--- src/rtl/sync_fifo_param.sv ---
// Single-clock FIFO with parametrised width, depth and flag levels.
// Occupancy is held in a separate counter; all flags are decoded from it.
module sync_fifo_param #(
  parameter int DATA_W = 8,
  parameter int DEPTH  = 16,
  parameter int AF_LVL = DEPTH - 2,
  parameter int AE_LVL = 2
) (
  input  logic                       clk,
  input  logic                       rst,
  input  logic                       wr,
  input  logic                       rd,
  input  logic [DATA_W-1:0]          din,
  output logic [DATA_W-1:0]          dout,
  output logic                       empty,
  output logic                       full,
  output logic                       almost_full,
  output logic                       almost_empty,
  output logic [$clog2(DEPTH):0]     count,
  output logic                       overflow,
  output logic                       underflow
);

  localparam int AW = $clog2(DEPTH);
  localparam int CW = AW + 1;

  logic [DATA_W-1:0] mem_q [DEPTH];

  logic [AW-1:0]     wr_ptr_q, wr_ptr_d;
  logic [AW-1:0]     rd_ptr_q, rd_ptr_d;
  logic [CW-1:0]     count_q,  count_d;
  logic [DATA_W-1:0] dout_q,   dout_d;
  logic              ovf_q,    ovf_d;
  logic              unf_q,    unf_d;

  logic full_s, empty_s;
  logic wr_ok, rd_ok;

  assign full_s  = (count_q == CW'(DEPTH));
  assign empty_s = (count_q == '0);

  // A full FIFO still takes a write when a read frees a slot this edge.
  assign wr_ok = wr && (!full_s || rd);
  assign rd_ok = rd && !empty_s;

  always_comb begin
    wr_ptr_d = wr_ptr_q;
    rd_ptr_d = rd_ptr_q;
    count_d  = count_q;
    dout_d   = dout_q;
    ovf_d    = ovf_q;
    unf_d    = unf_q;
    if (wr_ok) wr_ptr_d = wr_ptr_q + 1'b1;
    if (rd_ok) begin
      rd_ptr_d = rd_ptr_q + 1'b1;
      dout_d   = mem_q[rd_ptr_q];
    end
    count_d = count_q + CW'(wr_ok) - CW'(rd_ok);
    if (wr && !wr_ok) ovf_d = 1'b1;
    if (rd && !rd_ok) unf_d = 1'b1;
  end

  always_ff @(posedge clk) begin
    if (rst) begin
      wr_ptr_q <= '0;
      rd_ptr_q <= '0;
      count_q  <= '0;
      dout_q   <= '0;
      ovf_q    <= 1'b0;
      unf_q    <= 1'b0;
    end else begin
      wr_ptr_q <= wr_ptr_d;
      rd_ptr_q <= rd_ptr_d;
      count_q  <= count_d;
      dout_q   <= dout_d;
      ovf_q    <= ovf_d;
      unf_q    <= unf_d;
    end
  end

  always_ff @(posedge clk) begin
    if (!rst && wr_ok) mem_q[wr_ptr_q] <= din;
  end

  assign dout         = dout_q;
  assign count        = count_q;
  assign empty        = empty_s;
  assign full         = full_s;
  assign almost_full  = (count_q >= CW'(AF_LVL));
  assign almost_empty = (count_q <= CW'(AE_LVL));
  assign overflow     = ovf_q;
  assign underflow    = unf_q;

endmodule

--- config.mk ---
export PLATFORM = sky130hd
export DESIGN_NAME = sync_fifo_param
export DESIGN_NICKNAME = d
export VERILOG_FILES = /design/src/rtl/sync_fifo_param.sv
export SDC_FILE = /design/constraint.sdc
export NUM_CORES = 1
export LEC_CHECK = 0
export ABC_AREA = 1
export CORE_ASPECT_RATIO = 2
export CORE_MARGIN = 3
export CORE_UTILIZATION = 52
export DETAILED_ROUTE_END_ITERATION = 10
export GPL_ROUTABILITY_DRIVEN = 0
export GPL_TIMING_DRIVEN = 0
export HOLD_SLACK_MARGIN = 0.15
export PLACE_DENSITY = 0.7
export SLEW_MARGIN = 20
export SYNTH_ARGS = -nofsm -noshare
export SYNTH_HDL_FRONTEND = slang
export SYNTH_SLANG_ARGS = --single-unit
export TNS_END_PERCENT = 30
--- constraint.sdc ---
create_clock -name clk -period 3.1 [get_ports clk]
set_input_delay 0.31 -clock clk [delete_from_list [all_inputs] [get_ports clk]]
set_output_delay 0.31 -clock clk [all_outputs]
set_load 0.01 [all_outputs]
## Word-level counts from Yosys, hierarchy flattened

Memory sizes are Yosys's and may differ from the RTL's. A register that Yosys moved wholly into a read port is not among the register bits.
Cells that the tools add are included.
W data, S select, Z words.

| operators by class | value |
|---|---|
| divide/modulo/power cells | 0 |
| multipliers | 0 |
| shift-type cells | 0 |
| equal/unequal tests | 1 |
| bitwise operators | 0 |
| reductions and logical operators | 12 |
| mux-type cells | 2 |
| $lt $le $gt $ge | 2 |
| add/subtract/negate cells | 4 |

Operators with widths:

| cell | number |
|---|---|
| $add A4 B1 Y4 const B | 2 |
| $add A5 B1 Y5 | 1 |
| $eq A5 B5 Y1 const B | 1 |
| $ge A5 B4 Y1 const B | 1 |
| $le A5 B2 Y1 const B | 1 |
| $logic_and A1 B1 Y1 | 5 |
| $logic_not A1 Y1 | 5 |
| $logic_not A5 Y1 | 1 |
| $sub A5 B1 Y5 | 1 |
| $mux W1 | 2 |
| $logic_or A1 B1 Y1 | 1 |

| storage, ports and cells | value |
|---|---|
| memories kept | 1 |
| RAM bits | 128 |
| input port bits | 12 |
| bits in read-only memories | 0 |
| bits in registers | 15 |
| bits in latches | 0 |

Memories:

| name | words | bits a word | read ports | clocked after Yosys merged registers in | wr ports | RTL line | text |
|---|---|---|---|---|---|---|---|
| mem_q | 16 | 8 | 1 | 1 | 1 | 27 | `logic [DATA_W-1:0] mem_q [DEPTH];` |

## Logic depth before layout (Yosys ltp)

Gate-level depths: netlist of run 1.

| depth | value |
|---|---|
| word-level depth | 7 |
| gate-level depth with buffers | 14 |
| mapped depth without buffers | 14 |

## Least setup slack after synthesis of run 1

OpenSTA, ideal clock, no wires.

| path | value |
|---|---|
| path kind | reg-to-reg |
| from | register count_q[2], in the netlist count[2] |
| to | register count_q[4], in the netlist count[4] |
| cell stages (with the launch flop) | 15 |
| data arrival time | 2.507 ns |
| slack | 0.524 ns |
| cells stage by stage | dfxtp_1 -> inv_1 -> ha_1 -> nand4_1 -> nand2_2 -> inv_1 -> buf_2 -> ha_1 -> inv_1 -> ha_1 -> inv_1 -> fa_1 -> o31ai_1 -> o21ai_0 -> a21oi_1 |

RTL lines:

| what | RTL line | text |
|---|---|---|
| start, declared | 31 | `logic [CW-1:0] count_q, count_d;` |
| start signal, assigned | 74 | `count_q <= count_d;` |
| $logic_not A5 Y1 | 40 | `assign empty_s = (count_q == '0);` |
| $logic_not A1 Y1 | 44 | `assign rd_ok = rd && !empty_s;` |
| $logic_and A1 B1 Y1 | 44 |  |
| named net rd_ok | 37 | `logic wr_ok, rd_ok;` |
| $sub A5 B1 Y5 | 58 | `count_d = count_q + CW'(wr_ok) - CW'(rd_ok);` |

The timed path passes the listed nets, and every way through them passes these cells.
A chain may end at the register's enable or synchronous reset.

## Final worst setup path of run 1

| path | value |
|---|---|
| from | register count_q[3], in the netlist count[3] |
| to | register count_q[4], in the netlist count[4] |

The elaborated chain is that of the path after synthesis.

==> flow_summary.yaml, run 1 <==
grt:
  use_met3: 0.04109
  grt_remaining_overflow: 0
  grt_max_degree: 17
  use_met1: 0.2399
  gr-usage-met2: 0.4393
  top_usage_layer: "met2"
  grt_pass1_vias: 4790
  antenna_found_initial: 0
  gr-usage-all-layers: 0.2407
  grt_pass1_wl_um: 25480
floorplan:
  ios: 31
  initial_core_util: 0.5315
  core_mm2: 0.01263
  die_w_um: 86.33
  die_area_mm2: 0.01439
  die_height_um: 166.7
  num_rows: 58
setup_path:
  cp.arrival_ns: 3.21
  worstPathRequired_ns: 3.45
  startpoint_type: "register"
  critPathMaxFanout: 10
  crit_type: "register to register"
  r2r_start: "count[3]"
  crit_path_start: "count[3]"
  end_kind: "register"
power:
  p_leak_uw: 0.003331
  power_uw: 6242
  powerDensity_mw_per_mm2: 793.3
  peakVddDrop_mv: 0.5279
final_layout:
  synthToLayoutAreaGrowth_pct: 17.23
  nFillCells: 1038
  finish.utilization: 0.6231
  final_cell_mix: "nand2_1, edfxtp_1, inv_1"
  n_antenna_cell: 0
  drive_gt1_frac: 0.09852
  final_common_cell: "nand2_1"
  final_nets: 757
  final_area_mm2: 0.007868
clock_tree:
  cts_sinks: 151
  h-tree-depth: 4
  clk_pin_slew_worst_paths_ns: 0.07
  hold_buffers: 0
  numCtsBuffers: 17
  clockBufferDepth: 2
  cts-root-buf: "clkbuf_16"
  insertion_delay_ns: 0.42
  cts_tree: "built"
sta:
  rsz0062_at_grt: "false"
  fmax_mhz: 350.0
  whs_ns: 0.2724
  slew_headroom: 0.2798
  hold_violations: 0
  skew_ns: 0.007809
  maxSlewViolCount: 0
  finalSetupTns_ns: 0
  period_needed_ns: 2.857
  setup_violations: 0
  period_share: 0.9216
  max_slew.worst_pin.slew_ns: 1.072
drt:
  wl_um: 16470
  ant_nets: 0
  drc: 0
  vias: 4808
  drt_pass1_iterations: 5
  first_iter_violations: 303
  wire_per_inst_um: 18.48
  vias_per_cell: 5.396
logic_synthesis:
  synth.avg_cell_area_um2: 9.884
  synth_nets: 708
  yosysTopAreaCell: "edfxtp_1"
  synth_seq_cells: 151
  synth.distinct_cells: 26
  synth_cells: 679
  syn_area_mm2: 0.006711
  yosys_warnings: 0
  yosysSeqAreaShare: 0.6413
  synthTopCellsByArea: "edfxtp_1, nand2_1, dfxtp_1"
  synth_top_area_share: 0.5727
worst_hold_path:
  hold_class: "input pin to register"
  hold_start: "rst"
flow_run:
  maxCapViolCount: 0
placement:
  portBuffers: 29
  hpwl_um: 12130
  dpl_cell_area_mm2: 0.007209
outcome:
  status: "completed"
registers in the layout, indices dropped and copies added (netlist names):
register   cells
rd_ptr_q       4
mem_q        128
count          5
overflow       1
underflow      1
dout           8
wr_ptr_q       4
stage by stage:
| step | instances | setup slack, ns |
|---|---|---|
| after floorplan | 679 | 0.5237 |
| after global placement | 858 | 0.1633 |
| after detailed placement | 858 | 0.08723 |
| after CTS | 890 | 0.06690 |
| after global routing | 891 | 0.05123 |
| final | 891 | 0.2431 |
critical path: stages, from the launching register on:
cell      delay (ns)
dfxtp_1         0.35
inv_1           0.12
ha_1            0.20
nand4_1         0.21
nand2_2         0.14
inv_1           0.06
clkbuf_4        0.19
ha_1            0.28
inv_1           0.06
ha_1            0.17
inv_1           0.06
fa_1            0.42
o31ai_2         0.30
o21ai_0         0.11
a21oi_1         0.12
cell usage after synthesis:
library cell,count
nand2_1,215
edfxtp_1,128
inv_1,97
nand3_1,92
nor2_1,33
dfxtp_1,23
ha_1,16
a21oi_1,14
buf_2,13
o21ai_0,9
buf_4,8
nor3_1,8
buf_6,4
clkbuf_1,2
clkinv_1,2
inv_2,2
nand2_2,2
o21a_1,2
xor2_1,2
a31oi_1,1
buf_1,1
clkbuf_2,1
fa_1,1
nand4_1,1
nor3_2,1
o31ai_1,1
kinds of logic (layout without fill, tap and decap cells):
group | count (synthesis) | count (layout) | synth area share
AOI/OAI and AO/OA | 27 | 27 | 0.02144
xor gates and xnor gates | 2 | 2 | 0.002610
adders and majority gates | 17 | 17 | 0.03281
buffers and inverters | 130 | 192 | 0.08427
DFF | 151 | 151 | 0.6413
and+or+nand+nor | 352 | 352 | 0.2176
report_power, final:
part / switching [uW] / internal, uW
Clock: 877 / 1300
Combinational: 1040 / 630
Sequential: 84.3 / 2310
Total: 2000 / 4240
area by class of cell:
cell class | count | area (um2) | area share
repair buffers | 30 | 297.8 | 0.03785
clock buffers | 17 | 425.4 | 0.05407
inverters | 101 | 379.1 | 0.04819
plain buffers | 29 | 188.9 | 0.02401
multi-input cells | 398 | 1882 | 0.2392
well taps | 150 | 187.7 | 0.02385
clock inverters | 15 | 201.4 | 0.02560
flip-flops and latches | 151 | 4305 | 0.5472
metal layers:
layer	up-vias	part of all wire
met3	62	0.045
met2	185	0.56
met1	2260	0.33
met5	-	0
met4	0	0.064
li1	2301	-
path summary, 6_finish.rpt:
kind / endpoint / slack [ns] / depth (start not counted)
max reg2reg: count[4] / 0.24 / 14
max: count[4] / 0.24 / 14
min: dout[7] / 0.27 / 4
min reg2reg: overflow / 0.50 / 2
timing repair:
| action | in CTS | in global routing |
|---|---|---|
| buffers inserted | 0 | 1 |
| hold endpoints to repair | 0 | 0 |
| endpoints found under the setup margin | 0 | 1 |
| resized for setup | 0 | 3 |
Note: power is estimated with default switching activity, not from simulation.
==> run 2, diff against run 1 <==
- PLACE_DENSITY: 0.7 -> 0.73
- clock period: 3.1 -> 2.5 ns (I/O delays scaled with it)
==> run 2 against run 1 <==
Net effect:
- sequential power up 24%
- cell count up 1.2%
- the flow now finishes with violations (negative setup slack)
- combinational power up 41%
- critical path type unchanged
- cell area up 2.0%
- core utilization up 1.2 points
- largest power group unchanged
==> flow_summary.yaml, run 2 (synthesis results as in run 1) <==
outcome:
  status: "finished with violations"
  violations: "negative setup slack"
sta:
  max_slew.worst_pin.slew_ns: 0.8373
  period_needed_ns: 2.545
  slew_headroom: 0.4401
  finalSetupTns_ns: -0.04516
  rsz0062_at_grt: "true"
  whs_ns: 0.2290
  fmax_mhz: 392.9
  fin_ws_ns: -0.04516
  setup_violations: 1
  maxSlewViolCount: 0
  skew_ns: 0.006530
  hold_violations: 0
  period_share: 1.018
grt:
  grt_max_degree: 17
  grt_pass1_wl_um: 24650
  antenna_found_initial: 0
  gr-usage-all-layers: 0.2300
  grt_remaining_overflow: 0
  grt_pass1_vias: 4852
clock_tree:
  hold_buffers: 0
  h-tree-depth: 4
  insertion_delay_ns: 0.42
  clockBufferDepth: 2
  cts-root-buf: "clkbuf_16"
  cts_tree: "built"
  cts_sinks: 151
  numCtsBuffers: 17
  clk_pin_slew_worst_paths_ns: 0.06
power:
  p_leak_uw: 0.003382
  powerDensity_mw_per_mm2: 990.5
  clkPwrFrac: 0.331
  internal-power_uw: 5485
  p_seq_frac: 0.374
  p_sw_uw: 2464
  p_sw_frac: 0.3100
  power_uw: 7949
  peakVddDrop_mv: 1.112
  combPwrFrac: 0.295
drt:
  vias_per_cell: 5.345
  wl_met3_um: 824
  vias: 4821
  dr_wl_met2_um: 8651
  wl_met1_um: 5503
  drc: 0
  drt_pass1_iterations: 8
  first_iter_violations: 351
  wire_per_inst_um: 17.75
  topRoutingLayerUsed: "met4"
  wl_um: 16010
  ant_nets: 0
final_layout:
  final_nets: 768
  final_cell_mix: "nand2_1, edfxtp_1, inv_1, nand3_1, nor2_1"
  final_area_mm2: 0.008025
  multi_input_area_mm2: 0.001957
  largest-register: "mem_q"
  nFillCells: 973
  drive_gt1_frac: 0.1263
  instances_no_fill: 902
  final_common_cell: "nand2_1"
  largest_reg_flops: 128
  register_area_mm2: 0.004313
  n_antenna_cell: 0
  synthToLayoutAreaGrowth_pct: 19.57
setup_path:
  r2r_cells: 14
  end_kind: "register"
  reg2reg_slack_ns: -0.05
  r2r_end: "count[2]"
  worstPathRequired_ns: 2.80
  r2r_start: "count[3]"
  startpoint_type: "register"
  critPathMaxFanout: 4
  crit_type: "register to register"
  cp.arrival_ns: 2.84
placement:
  portBuffers: 29
  place_inst: 858
  dpl_cell_area_mm2: 0.007206
  hpwl_um: 10880
floorplan:
  die_area_mm2: 0.01439
  die_w_um: 86.33
  core_mm2: 0.01263
  ios: 31
  num_rows: 58
  initial_core_util: 0.5315
  die_height_um: 166.7
worst_hold_path:
  hold_class: "input pin to register"
  hold_start: "rst"
  holdPathStages: 4
  holdPathEnd: "dout[2]"
flow_run:
  maxCapViolCount: 0
run 2: what timing repair did:
action	CTS	global route
pin swaps	2	10
resized for setup	8	25
buffers inserted	1	11
endpoints found under the setup margin	44	127
run 2: per-layer routing:
metal,up-vias,track usage
met4,0,0.1601
met3,63,0.04158
li1,2319,-
met2,206,0.4073
met5,-,0
met1,2233,0.2352
run 2: layout make-up:
cell class	instances	share of cell area
flip-flops and latches	151	0.5374
clock buffers	19	0.05394
multi-input cells	398	0.2438
repair buffers	41	0.04740
plain buffers	29	0.02401
clock inverters	13	0.02214
inverters	101	0.04786
well taps	150	0.02339
run 2: power by group through the flow:
stage	registers, uW	clock network, uW	logic [uW]
final	2970	2630	2350
after global routing	2990	2740	2570
after CTS	2970	2640	2060
after detailed placement	3010	0	1990
after global placement	3010	0	1940
after floorplan	3040	0	1210
run 2: worst max-delay path, cell delays in order (launching register included):
cell and delay (ns):
dfxtp_4 0.36, inv_4 0.07, ha_4 0.14, nand4_1 0.18, nand2_2 0.15, inv_2 0.05, buf_6 0.13, ha_4 0.23
inv_2 0.06, ha_4 0.12, inv_2 0.04, fa_2 0.39, buf_4 0.16, o21ai_0 0.24, a21oi_1 0.08
run 2: through the flow:
stage	util	setup WS, ns
2_1_floorplan	-	0.01213
5_1_grt	0.6356	-0.1020
3_5_place_dp	0.5707	-0.2726
3_3_place_gp	0.5695	-0.2643
6_report	0.6356	-0.04516
4_1_cts	0.6224	-0.1330
run 2: how the worst max path moves through the flow:
stage,from,end,cells after the start
5_1_grt,count[3],count[2],14
3_5_place_dp,count[2],count[4],14
2_1_floorplan,count[3],count[4],14
3_3_place_gp,count[3],count[4],14
4_1_cts,count[3],count[4],14
6_report,count[3],count[2],14
==> run 3, diff against run 2 <==
- CORE_ASPECT_RATIO: 2 -> 0.7
- GPL_TIMING_DRIVEN: 0 -> default
==> run 3 against run 2 <==
Net effect:
- the flow now finishes without violations
- sequential cell count stayed put
- die area fell by 0.42%
- fmax up 10%
- via count shrank 0.33%
- total power fell by 6.0%
- first-iteration DRC count is 53% higher
- critical endpoint is now count[4]
- routed wire length shrank 3.5%
- count of clock-buffer cells in the layout increased by 1
- non-clock buffer count is 10 lower
- setup slack better by 0.23 ns
==> flow_summary.yaml, run 3 (synthesis results as in run 1) <==
final_layout:
  synthToLayoutAreaGrowth_pct: 17.34
  final_cell_mix: "nand2_1, edfxtp_1, inv_1"
  drive_gt1_frac: 0.09838
  multi_input_area_mm2: 0.001863
  instances_no_fill: 904
  largest_reg_flops: 128
  register_area_mm2: 0.004308
  n_antenna_cell: 0
  final_nets: 758
  finish.utilization: 0.6297
  final_common_cell: "nand2_1"
  largest-register: "mem_q"
  nFillCells: 973
drt:
  wl_um: 15450
  first_iter_violations: 538
  drc: 0
  ant_nets: 0
  vias_per_cell: 5.315
  drt_pass1_iterations: 5
  wire_per_inst_um: 17.10
  vias: 4805
clock_tree:
  hold_buffers: 0
  ctsResizeCount: 0
  cts_sinks: 151
  cts_setup_buffers: 0
  clockBufferDepth: 2
  cts_tree: "built"
  numCtsBuffers: 17
  insertion_delay_ns: 0.42
  cts-root-buf: "clkbuf_16"
  h-tree-depth: 4
  clk_pin_slew_worst_paths_ns: 0.06
grt:
  grt_max_degree: 67
  gr-usage-all-layers: 0.2256
  grt_remaining_overflow: 0
  grt_pass1_wl_um: 24040
  antenna_found_initial: 0
  grt_pass1_vias: 4513
floorplan:
  die_height_um: 101.1
  core_mm2: 0.01251
  die_w_um: 141.8
  ios: 31
  num_rows: 34
  initial_core_util: 0.5366
  die_area_mm2: 0.01433
setup_path:
  r2r_end: "count[4]"
  r2r_start: "count[2]"
  cp.arrival_ns: 2.67
  critPathMaxFanout: 5
  end_kind: "register"
  r2r_cells: 14
  crit_path_start: "count[2]"
  reg2reg_slack_ns: 0.19
  startpoint_type: "register"
  worstPathRequired_ns: 2.86
  crit_type: "register to register"
sta:
  slew_headroom: 0.5321
  max_slew.worst_pin.slew_ns: 0.7018
  rsz0062_at_grt: "false"
  period_share: 0.9253
  skew_ns: 0.01053
  maxSlewViolCount: 0
  finalSetupTns_ns: 0
  setup_violations: 0
  fin_ws_ns: 0.1866
  hold_violations: 0
  period_needed_ns: 2.313
  fmax_mhz: 432.3
worst_hold_path:
  hold_start: "underflow"
  hold_class: "register to register"
  holdPathStages: 1
  holdPathEnd: "underflow"
placement:
  place_inst: 872
  dp_worst_setup_slack_ns: 0.02414
  portBuffers: 30
  hpwl_um: 9862
flow_run:
  maxCapViolCount: 0
power:
  powerDensity_mw_per_mm2: 948.8
  p_leak_uw: 0.003342
  peakVddDrop_mv: 0.8964
outcome:
  status: "completed"
run 3: per-layer routing:
layer / wire (um) / vias up / GRT usage / share of wire
met5: 0 / - / 0 / 0
met4: 395 / 0 / 0.08850 / 0.026
met3: 1380 / 42 / 0.04647 / 0.089
met2: 6889 / 238 / 0.3372 / 0.45
met1: 6789 / 2226 / 0.3273 / 0.44
li1: - / 2299 / - / -
run 3: final cells by class:
cell class                      count  share of cell area
Clock buffer                       20             0.05799
Tap cell                          162             0.02574
Sequential cell                   151              0.5470
Clock inverter                     12             0.01621
Timing Repair Buffer               60             0.06832
Inverter                          101             0.04814
Multi-Input combinational cell    398              0.2366
run 3: worst max-delay path by stage:
stage               endpoint  slack, ns  cells past startpoint
floorplan           count[4]       0.01                     14
global placement    count[4]       0.05                     12
detailed placement  count[4]       0.02                     12
CTS                 count[4]       0.02                     14
global route        count[4]       0.04                     14
finish              count[4]       0.19                     14
run 3: critical path: stages (launching register included):
cell	delay [ns]
dfxtp_2	0.37
inv_2	0.06
ha_1	0.21
nand2_1	0.08
nor3_2	0.04
nand2_1	0.08
nand2_2	0.05
ha_1	0.28
inv_1	0.06
ha_1	0.17
inv_1	0.06
fa_2	0.38
o31ai_4	0.19
o21ai_0	0.10
a21oi_1	0.12
run 3: through the flow:
step                hold WS [ns]  total power, uW  cell area [um2]
detailed placement        0.4604             4905             7268
global route              0.5120             7822             7875
CTS                       0.4770             7405             7853
finish                    0.4762             7472             7875
floorplan                 0.3489             4244             6713
global placement          0.4536             4846             7268
run 3: report_power, final:
group	leakage (uW)	switching, uW	internal, uW
registers	0.00134	91.3	2870
logic	0.00172	1250	759
clock network	0.000280	990	1520
